`src/rtl/grant_router_pkg.sv`:
```
// rtl/grant_router_pkg.sv - shared types and grant-decode helpers for grant_router
package grant_router_pkg;

    // Widest grant vector the decode helper accepts; NUM_REQS must not exceed it.
    localparam int MAX_REQS = 32;
    localparam int IDX_W    = 5;
    localparam int DEFAULT_NUM_REQS = 5;

    function automatic int tag_width(input int num_reqs);
        return (num_reqs > 1) ? $clog2(num_reqs) : 1;
    endfunction

    typedef logic [tag_width(DEFAULT_NUM_REQS)-1:0] tag_t;

    // Lowest set bit wins; multi_hot flags more than one bit set.
    function automatic logic [IDX_W-1:0] onehot_to_idx(
        input  logic [MAX_REQS-1:0] vec,
        output logic                multi_hot
    );
        logic [IDX_W-1:0] idx;
        logic             found;
        idx   = '0;
        found = 1'b0;
        for (int i = 0; i < MAX_REQS; i++) begin
            if (vec[i] && !found) begin
                idx   = IDX_W'(i);
                found = 1'b1;
            end
        end
        multi_hot = |(vec & (vec - MAX_REQS'(1)));
        return idx;
    endfunction

endpackage

```
`src/rtl/tag_fifo.sv`:
```
// rtl/tag_fifo.sv - in-order tag FIFO for issued requests awaiting a response
module tag_fifo #(
    parameter int DEPTH = 4,
    parameter int WIDTH = 3
) (
    input  logic                     clk,
    input  logic                     reset_n,
    input  logic                     push,
    input  logic                     pop,
    input  logic [WIDTH-1:0]         din,
    output logic [WIDTH-1:0]         dout,
    output logic                     full,
    output logic                     empty,
    output logic [$clog2(DEPTH):0]   count
);
    localparam int PTR_W = $clog2(DEPTH);
    localparam int CNT_W = $clog2(DEPTH) + 1;

    logic [WIDTH-1:0] mem [DEPTH];
    logic [PTR_W-1:0] wr_ptr;
    logic [PTR_W-1:0] rd_ptr;
    logic             do_push;
    logic             do_pop;

    assign full    = (count == CNT_W'(DEPTH));
    assign empty   = (count == '0);
    assign dout    = mem[rd_ptr];
    assign do_push = push && !full;
    assign do_pop  = pop && !empty;

    // Pointers wrap naturally because DEPTH is a power of two.
    always_ff @(posedge clk or negedge reset_n) begin
        if (!reset_n) begin
            wr_ptr <= '0;
            rd_ptr <= '0;
            count  <= '0;
            for (int i = 0; i < DEPTH; i++) begin
                mem[i] <= '0;
            end
        end else begin
            if (do_push) begin
                mem[wr_ptr] <= din;
                wr_ptr      <= wr_ptr + PTR_W'(1);
            end
            if (do_pop) begin
                rd_ptr <= rd_ptr + PTR_W'(1);
            end
            count <= count + CNT_W'(do_push) - CNT_W'(do_pop);
        end
    end

    a_no_overflow: assert property (@(posedge clk) disable iff (!reset_n) !(push && full));

endmodule

```
`src/rtl/grant_router.sv`:
```
// rtl/grant_router.sv - captures granted payloads, issues downstream, steers in-order responses back
module grant_router
    import grant_router_pkg::*;
#(
    parameter int NUM_REQS        = 5,
    parameter int DATA_W          = 32,
    parameter int RESP_W          = 32,
    parameter int MAX_OUTSTANDING = 4
) (
    input  logic                         clk,
    input  logic                         reset_n,
    input  logic [NUM_REQS-1:0]          grants,
    input  logic [NUM_REQS*DATA_W-1:0]   req_data,
    output logic                         ready_for_grant,
    output logic [NUM_REQS-1:0]          req_accept,
    output logic                         mem_req_valid,
    input  logic                         mem_req_ready,
    output logic [DATA_W-1:0]            mem_req_data,
    input  logic                         mem_resp_valid,
    input  logic [RESP_W-1:0]            mem_resp_data,
    output logic [NUM_REQS-1:0]          resp_valid,
    output logic [RESP_W-1:0]            resp_data,
    output logic                         err_overrun,
    output logic                         err_orphan
);
    localparam int TAG_W = tag_width(NUM_REQS);
    localparam int CNT_W = $clog2(MAX_OUTSTANDING) + 1;

    logic [TAG_W-1:0]    pending_tag;
    logic [TAG_W-1:0]    fifo_dout;
    logic                fifo_full;
    logic                fifo_empty;
    logic [CNT_W-1:0]    fifo_count;
    logic [CNT_W-1:0]    cnt;
    logic [MAX_REQS-1:0] grants_ext;
    logic [IDX_W-1:0]    grant_idx_full;
    logic [TAG_W-1:0]    grant_idx;
    logic                grant_multi;
    logic [DATA_W-1:0]   grant_data;
    logic                any_grant;
    logic                capture;
    logic                handshake;
    logic                pop;

    always_comb begin
        grants_ext                 = '0;
        grants_ext[NUM_REQS-1:0]   = grants;
        grant_multi                = 1'b0;
        grant_idx_full             = onehot_to_idx(grants_ext, grant_multi);
        grant_idx                  = grant_idx_full[TAG_W-1:0];
        grant_data                 = req_data[grant_idx*DATA_W +: DATA_W];
    end

    // In-flight count includes the pending request not yet handed downstream.
    assign cnt             = fifo_count + CNT_W'(mem_req_valid);
    assign ready_for_grant = (!mem_req_valid || mem_req_ready) && (cnt < CNT_W'(MAX_OUTSTANDING));
    assign any_grant       = |grants;
    assign capture         = any_grant && ready_for_grant;
    assign handshake       = mem_req_valid && mem_req_ready;
    assign pop             = mem_resp_valid && !fifo_empty;

    tag_fifo #(
        .DEPTH (MAX_OUTSTANDING),
        .WIDTH (TAG_W)
    ) u_tag_fifo (
        .clk     (clk),
        .reset_n (reset_n),
        .push    (handshake),
        .pop     (pop),
        .din     (pending_tag),
        .dout    (fifo_dout),
        .full    (fifo_full),
        .empty   (fifo_empty),
        .count   (fifo_count)
    );

    always_ff @(posedge clk or negedge reset_n) begin
        if (!reset_n) begin
            mem_req_valid <= 1'b0;
            mem_req_data  <= '0;
            pending_tag   <= '0;
            req_accept    <= '0;
            resp_valid    <= '0;
            resp_data     <= '0;
            err_overrun   <= 1'b0;
            err_orphan    <= 1'b0;
        end else begin
            req_accept <= '0;
            if (capture) begin
                mem_req_valid <= 1'b1;
                mem_req_data  <= grant_data;
                pending_tag   <= grant_idx;
                req_accept    <= NUM_REQS'(1) << grant_idx;
            end else if (handshake) begin
                mem_req_valid <= 1'b0;
            end

            resp_valid <= pop ? (NUM_REQS'(1) << fifo_dout) : '0;
            if (pop) begin
                resp_data <= mem_resp_data;
            end

            if (any_grant && (!ready_for_grant || grant_multi)) begin
                err_overrun <= 1'b1;
            end
            if (mem_resp_valid && fifo_empty) begin
                err_orphan <= 1'b1;
            end
        end
    end

endmodule

```
`config.mk`:
```
export PLATFORM = sky130hd
export DESIGN_NAME = grant_router
export DESIGN_NICKNAME = d
export VERILOG_FILES = /design/src/rtl/grant_router_pkg.sv /design/src/rtl/tag_fifo.sv /design/src/rtl/grant_router.sv
export SDC_FILE = /design/constraint.sdc
export NUM_CORES = 1
export LEC_CHECK = 0
export CAP_MARGIN = 20
export CORE_MARGIN = 2
export CORE_UTILIZATION = 23
export DETAILED_ROUTE_END_ITERATION = 12
export GPL_ROUTABILITY_DRIVEN = 1
export PLACE_DENSITY = 0.61
export RECOVER_POWER = 25
export SETUP_SLACK_MARGIN = 0.4
export SLEW_MARGIN = 20
export SYNTH_ARGS = -nofsm -noshare
export SYNTH_HDL_FRONTEND = slang
export SYNTH_HIERARCHICAL = 1
export SYNTH_SLANG_ARGS = --single-unit
```
`constraint.sdc`:
```
create_clock -name clk -period 7.46 [get_ports clk]
set_input_delay 1.492 -clock clk [delete_from_list [all_inputs] [get_ports clk]]
set_output_delay 1.492 -clock clk [all_outputs]
set_load 0.01 [all_outputs]
```
Word level (Yosys, flattened, before mapping)
Cells that the tools add are included.
- register bits: 99
- input port bits: 201
- output and inout bits: 78
- logic and storage cells: 77
- $add $sub $neg: 6
- order comparisons: 4
- equal/unequal tests: 1
- shift operators: 3
- mux-type cells: 18
- bitwise operators: 3
- reductions and logical operators: 27
- operators by type and width (kind ; count):
    variable part select 160 x 9 -> 32 bit ; 1
    AND 5 x 32 -> 32 bit ; 1
    OR reduction 32 bit ; 1
    2-to-1 mux 3 bit ; 5
    logical AND 1 bit ; 13
    bitwise mux 12 bit ; 1
    2-to-1 mux 5 bit ; 2
    << shifter 1 x 3 -> 5 bit (first input constant) ; 2
    logical NOT 1 bit ; 8
    2-to-1 mux 1 bit ; 7
    adder 3 x 1 -> 3 bit ; 2
    binary-select mux 3 bit (select 2 bit) ; 1
    demux 3 bit (select 2 bit) ; 1
    greater-or-equal comparator 3 bit (second input constant) ; 2
    inverter 2 -> 3 bit ; 2
    subtractor 5 x 1 -> 6 bit (second input constant) ; 1
    OR reduction 5 bit ; 1
    adder 2 x 1 -> 2 bit (second input constant) ; 2
    == test 3 bit (second input constant) ; 1
    logical NOT 3 bit ; 1
    less-than comparator 3 x 1 -> 1 bit (second input constant) ; 1
    less-than comparator 3 bit (second input constant) ; 1
    subtractor 3 x 1 -> 3 bit ; 1
    logical OR 1 bit ; 2
    2 further kinds ; 2

Longest topological paths before layout
- depth in word-level cells: 15
- mapped depth: 12
- mapped depth without buffers: 10

Cells and area by module
Netlist, hierarchy kept.
- modules (own cells, without submodules) (module ; instances ; cells each ; area each (µm²) ; seq. area each (µm²)):
    grant_router ; 1 ; 458 ; 4086.4 ; 2001.9
    tag_fifo ; 1 ; 66 ; 933.4 ; 475.5

Worst setup path before layout
No wires, ideal clock.
- path kind: input port to output port
- start point: in mem_req_ready
- end point: out ready_for_grant
- data arrival time: 2090 ps
- setup slack: 3878 ps
- stages: 5
- buffers on the path: 1
- cell sequence: inv_1 > a21oi_1 > nor2_1 > clkbuf_1 > inv_1
- cells in the longest elaborated chain, start to end: 2
- RTL lines (what ; line ; text):
    from (decl) ; grant_router.sv:17 ; input logic mem_req_ready,
    logical OR 1 bit ; grant_router.sv:56 ; assign ready_for_grant = (!mem_req_valid || mem_req_ready) && (cnt < CNT_W'(MAX_OUTSTANDING));
    logical AND 1 bit ; grant_router.sv:56 ;
    to (decl) ; grant_router.sv:14 ; output logic ready_for_grant,
Every way passes these cells.

Final worst setup path
Ends and elaborated chain as after synthesis.

==> results.ini <==
[outcome]
outcome=finished with violations
violations=max-capacitance violations, max-slew violations

[min_path]
min_to=resp_data[17]
hp-class=reg -> reg
worstHoldStart=resp_data[17]
holdPathStages=2

[floorplanning]
rows=54
die_y_um=151.7
core_um2=21620
initial_core_util_pct=23.22
die_w_um=151.7
die_area_um2=23020
num_io_pins=279

[detailed_routing]
num_vias=4985
vias_per_cell=4.690
top_layer_used=met4
routed_wl_mm=17.84
first_pass_iters=4
postRouteAntennaNets=0
m1WireLength_mm=7.326
wl_per_cell_um=16.78
wl_met3_mm=1.564
first_iter_violations=201
met2WireLength_mm=8.574
drc=0

[synthesis]
async_reset_ff_share_pct=100.0
ys_top_cells_by_area=dfrtp_1 49%, nand2_1 12%, o22a_1 5.8%
synth_top_area_share_pct=49.35
synthesis.area_um2=5020
synth_cells=524
yosys.cell_count.top_type=nand2_1
ys_seq_area_share_pct=49.35
synth_top_cells_by_count=167 x nand2_1, 99 x dfrtp_1, 35 x a21oi_1
synthFlopType=dfrtp_1
synth_cell_types=47
synth-edff-count=0
synthesis.nets=732
avgSynthCellArea_um2=9.580
synth_top_area_cell=dfrtp_1
ys_warn_count=6
ys_seq_elements=99

[setup_path]
reg2reg_from=u_tag_fifo/count[1]
critPathKind=in -> out
path_common_cell=inv_1
crit_buf_inv=4
crit_chain=dlygate4sd3_1 > inv_1 > a21oi_1 > nor2_1 > inv_1 > clkdlybuf4s50_1
worstPathArrival_ns=3.24
cp.required_ns=5.97
end_kind=output port
reg2reg_depth=10
cpPeakStageDelay_ns=0.54
r2r-end=u_tag_fifo/count[2]
worst-path-max-fanout=11
r2r_slack_ns=3.77
cpMaxStageDelayCell=dlygate4sd3_1
crit_path_start_kind=input pin
critPathTopFamily=buffers and inverters

[cells_and_area]
area_growth_pct=64.66
n_antenna_cell=0
final_area_um2=8265
layout.nets=986
drive_above_1_share_pct=5.875
fin_util_pct=38.23

[global_routing]
globalRouteOverflowTotal=0
antenna_found_initial=0
gr-usage-all-layers_pct=15.04
grt_pass1_wl_mm=26.60
grt_pass1_vias=4983
grt_max_degree=70

[cts]
cts_made_buffers=9
cts_root_buf=clkbuf_16
htreeDepth=3
cts.repair.resized=0
post_cts_buffers=0
cts_tree=yes
cts_num_sinks=99
clk_pin_slew_worst_paths_ns=0.07
clockBufferDepth=2
ctsHoldBuffers=0
insertion_delay_ns=0.35

[timing]
fin_ws_ns=2.730
hold_viol_final=0
clock.fmax_mhz=211.4
finalCritPeriodShare_pct=63.40
final_max_slew_viol_count=69
rsz0062_at_grt=no
fin_tns_setup_ns=0
relSlewSlack_pct=-16.67
setup_viol=0
worst_pin_slew_ns=1.750
fin_crit_ns=4.730
clock_skew_ns=0.01043

[placement]
place_ws_ns=2.782
place_area_um2=7963
gp_congestion=0.8149
port_buffers=278
dp_hpwl_mm=13.06

[run]
max_cap_violations=2

[power_and_ir_drop]
powerDensity_nw_per_um2=305.2
vdd_drop_max_uv=126.7
p_leak_nw=3.406

==> final cells by class <==
cell class / instances / area (um2)
clock buffers: 11 / 242.7
fillers: 2208 / 13360
flip-flops and latches: 99 / 2477
clock inverters: 5 / 67.56
multi-input cells: 372 / 2265
well taps: 280 / 350.3
repair buffers: 284 / 2818
inverters: 12 / 45.04
==> state kept, by name, indices dropped and copies added (netlist names) <==
name               cells
req_accept             5
resp_valid             5
u_tag_fifo/wr_ptr      2
mem_req_valid          1
err_overrun            1
u_tag_fifo/rd_ptr      2
u_tag_fifo/count       3
u_tag_fifo/mem        12
mem_req_data          32
pending_tag            3
err_orphan             1
resp_data             32
==> worst max path at each step <==
stage	from	end	cells past startpoint
CTS	mem_req_ready	ready_for_grant	6
detailed placement	mem_resp_valid	u_tag_fifo/count[2]	10
global placement	mem_resp_valid	u_tag_fifo/count[2]	10
finish	mem_req_ready	ready_for_grant	6
global route	mem_req_ready	ready_for_grant	6
floorplan	mem_req_ready	ready_for_grant	5
==> metrics by stage <==
stage | cells | hold WS [ns] | total power [W]
floorplan | 524 | 0.4752 | 0.001493
global placement | 1047 | 0.4561 | 0.002033
detailed placement | 1047 | 0.4622 | 0.002053
CTS | 1063 | 0.4801 | 0.002569
global route | 1063 | 0.5018 | 0.002719
finish | 1063 | 0.4765 | 0.002523
==> layout by cell type (no fill, tap or decap), types with 2 or more instances in the layout <==
| master | instances |
|---|---|
| dfrtp_1 | 99 |
| o22a_1 | 32 |
| inv_6 | 2 |
| nor2_1 | 10 |
| clkbuf_16 | 9 |
| xnor2_1 | 3 |
| inv_1 | 9 |
| mux4_2 | 3 |
| clkbuf_1 | 3 |
| o22ai_1 | 34 |
| clkdlybuf4s50_1 | 275 |
| nand2_1 | 167 |
| o221ai_1 | 31 |
| a21o_1 | 3 |
| buf_4 | 5 |
| nor4b_1 | 3 |
| dlygate4sd3_1 | 2 |
| mux2_2 | 13 |
| nor3_1 | 3 |
| ha_1 | 6 |
| or3_1 | 2 |
| clkinv_1 | 2 |
| a21oi_1 | 35 |
| nor2b_1 | 2 |
| nand2b_1 | 2 |
| xor2_1 | 2 |
==> power breakdown <==
group          switching [W]  internal [W]  total, W  leakage [nW]
Sequential          0.000139      0.000747  0.000885          1.18
Clock               0.000221      0.000275  0.000496         0.153
Combinational       0.000510      0.000631   0.00114          2.07
==> worst reg2reg max path, delay by kind of cell (launching register included) <==
kind | cells | cell delay (ns)
simple gates | 3 | 1.12
fa+ha+maj | 3 | 0.89
buf+inv | 2 | 0.78
flops | 1 | 0.47
xor+xnor | 2 | 0.32
==> layer usage <==
layer  vias up  track usage, %
met4         0           5.417
met3        25           4.401
met2       229           25.65
met1      2355           17.98
met5         -               0
li1       2376               -
==> cell families (layout without fill, tap and decap cells) <==
kind of cell    Yosys count  in the layout  share of synthesized area, %
fa+ha+maj                 7              7                         1.894
compound gates          141            141                         20.46
buf+inv                  53            312                         5.558
mux                      17             17                         4.486
flops                    99             99                         49.35
xor+xnor                  5              5                        0.8725
simple gates            202            202                         17.37
Note: power is estimated with default switching activity, not from simulation.
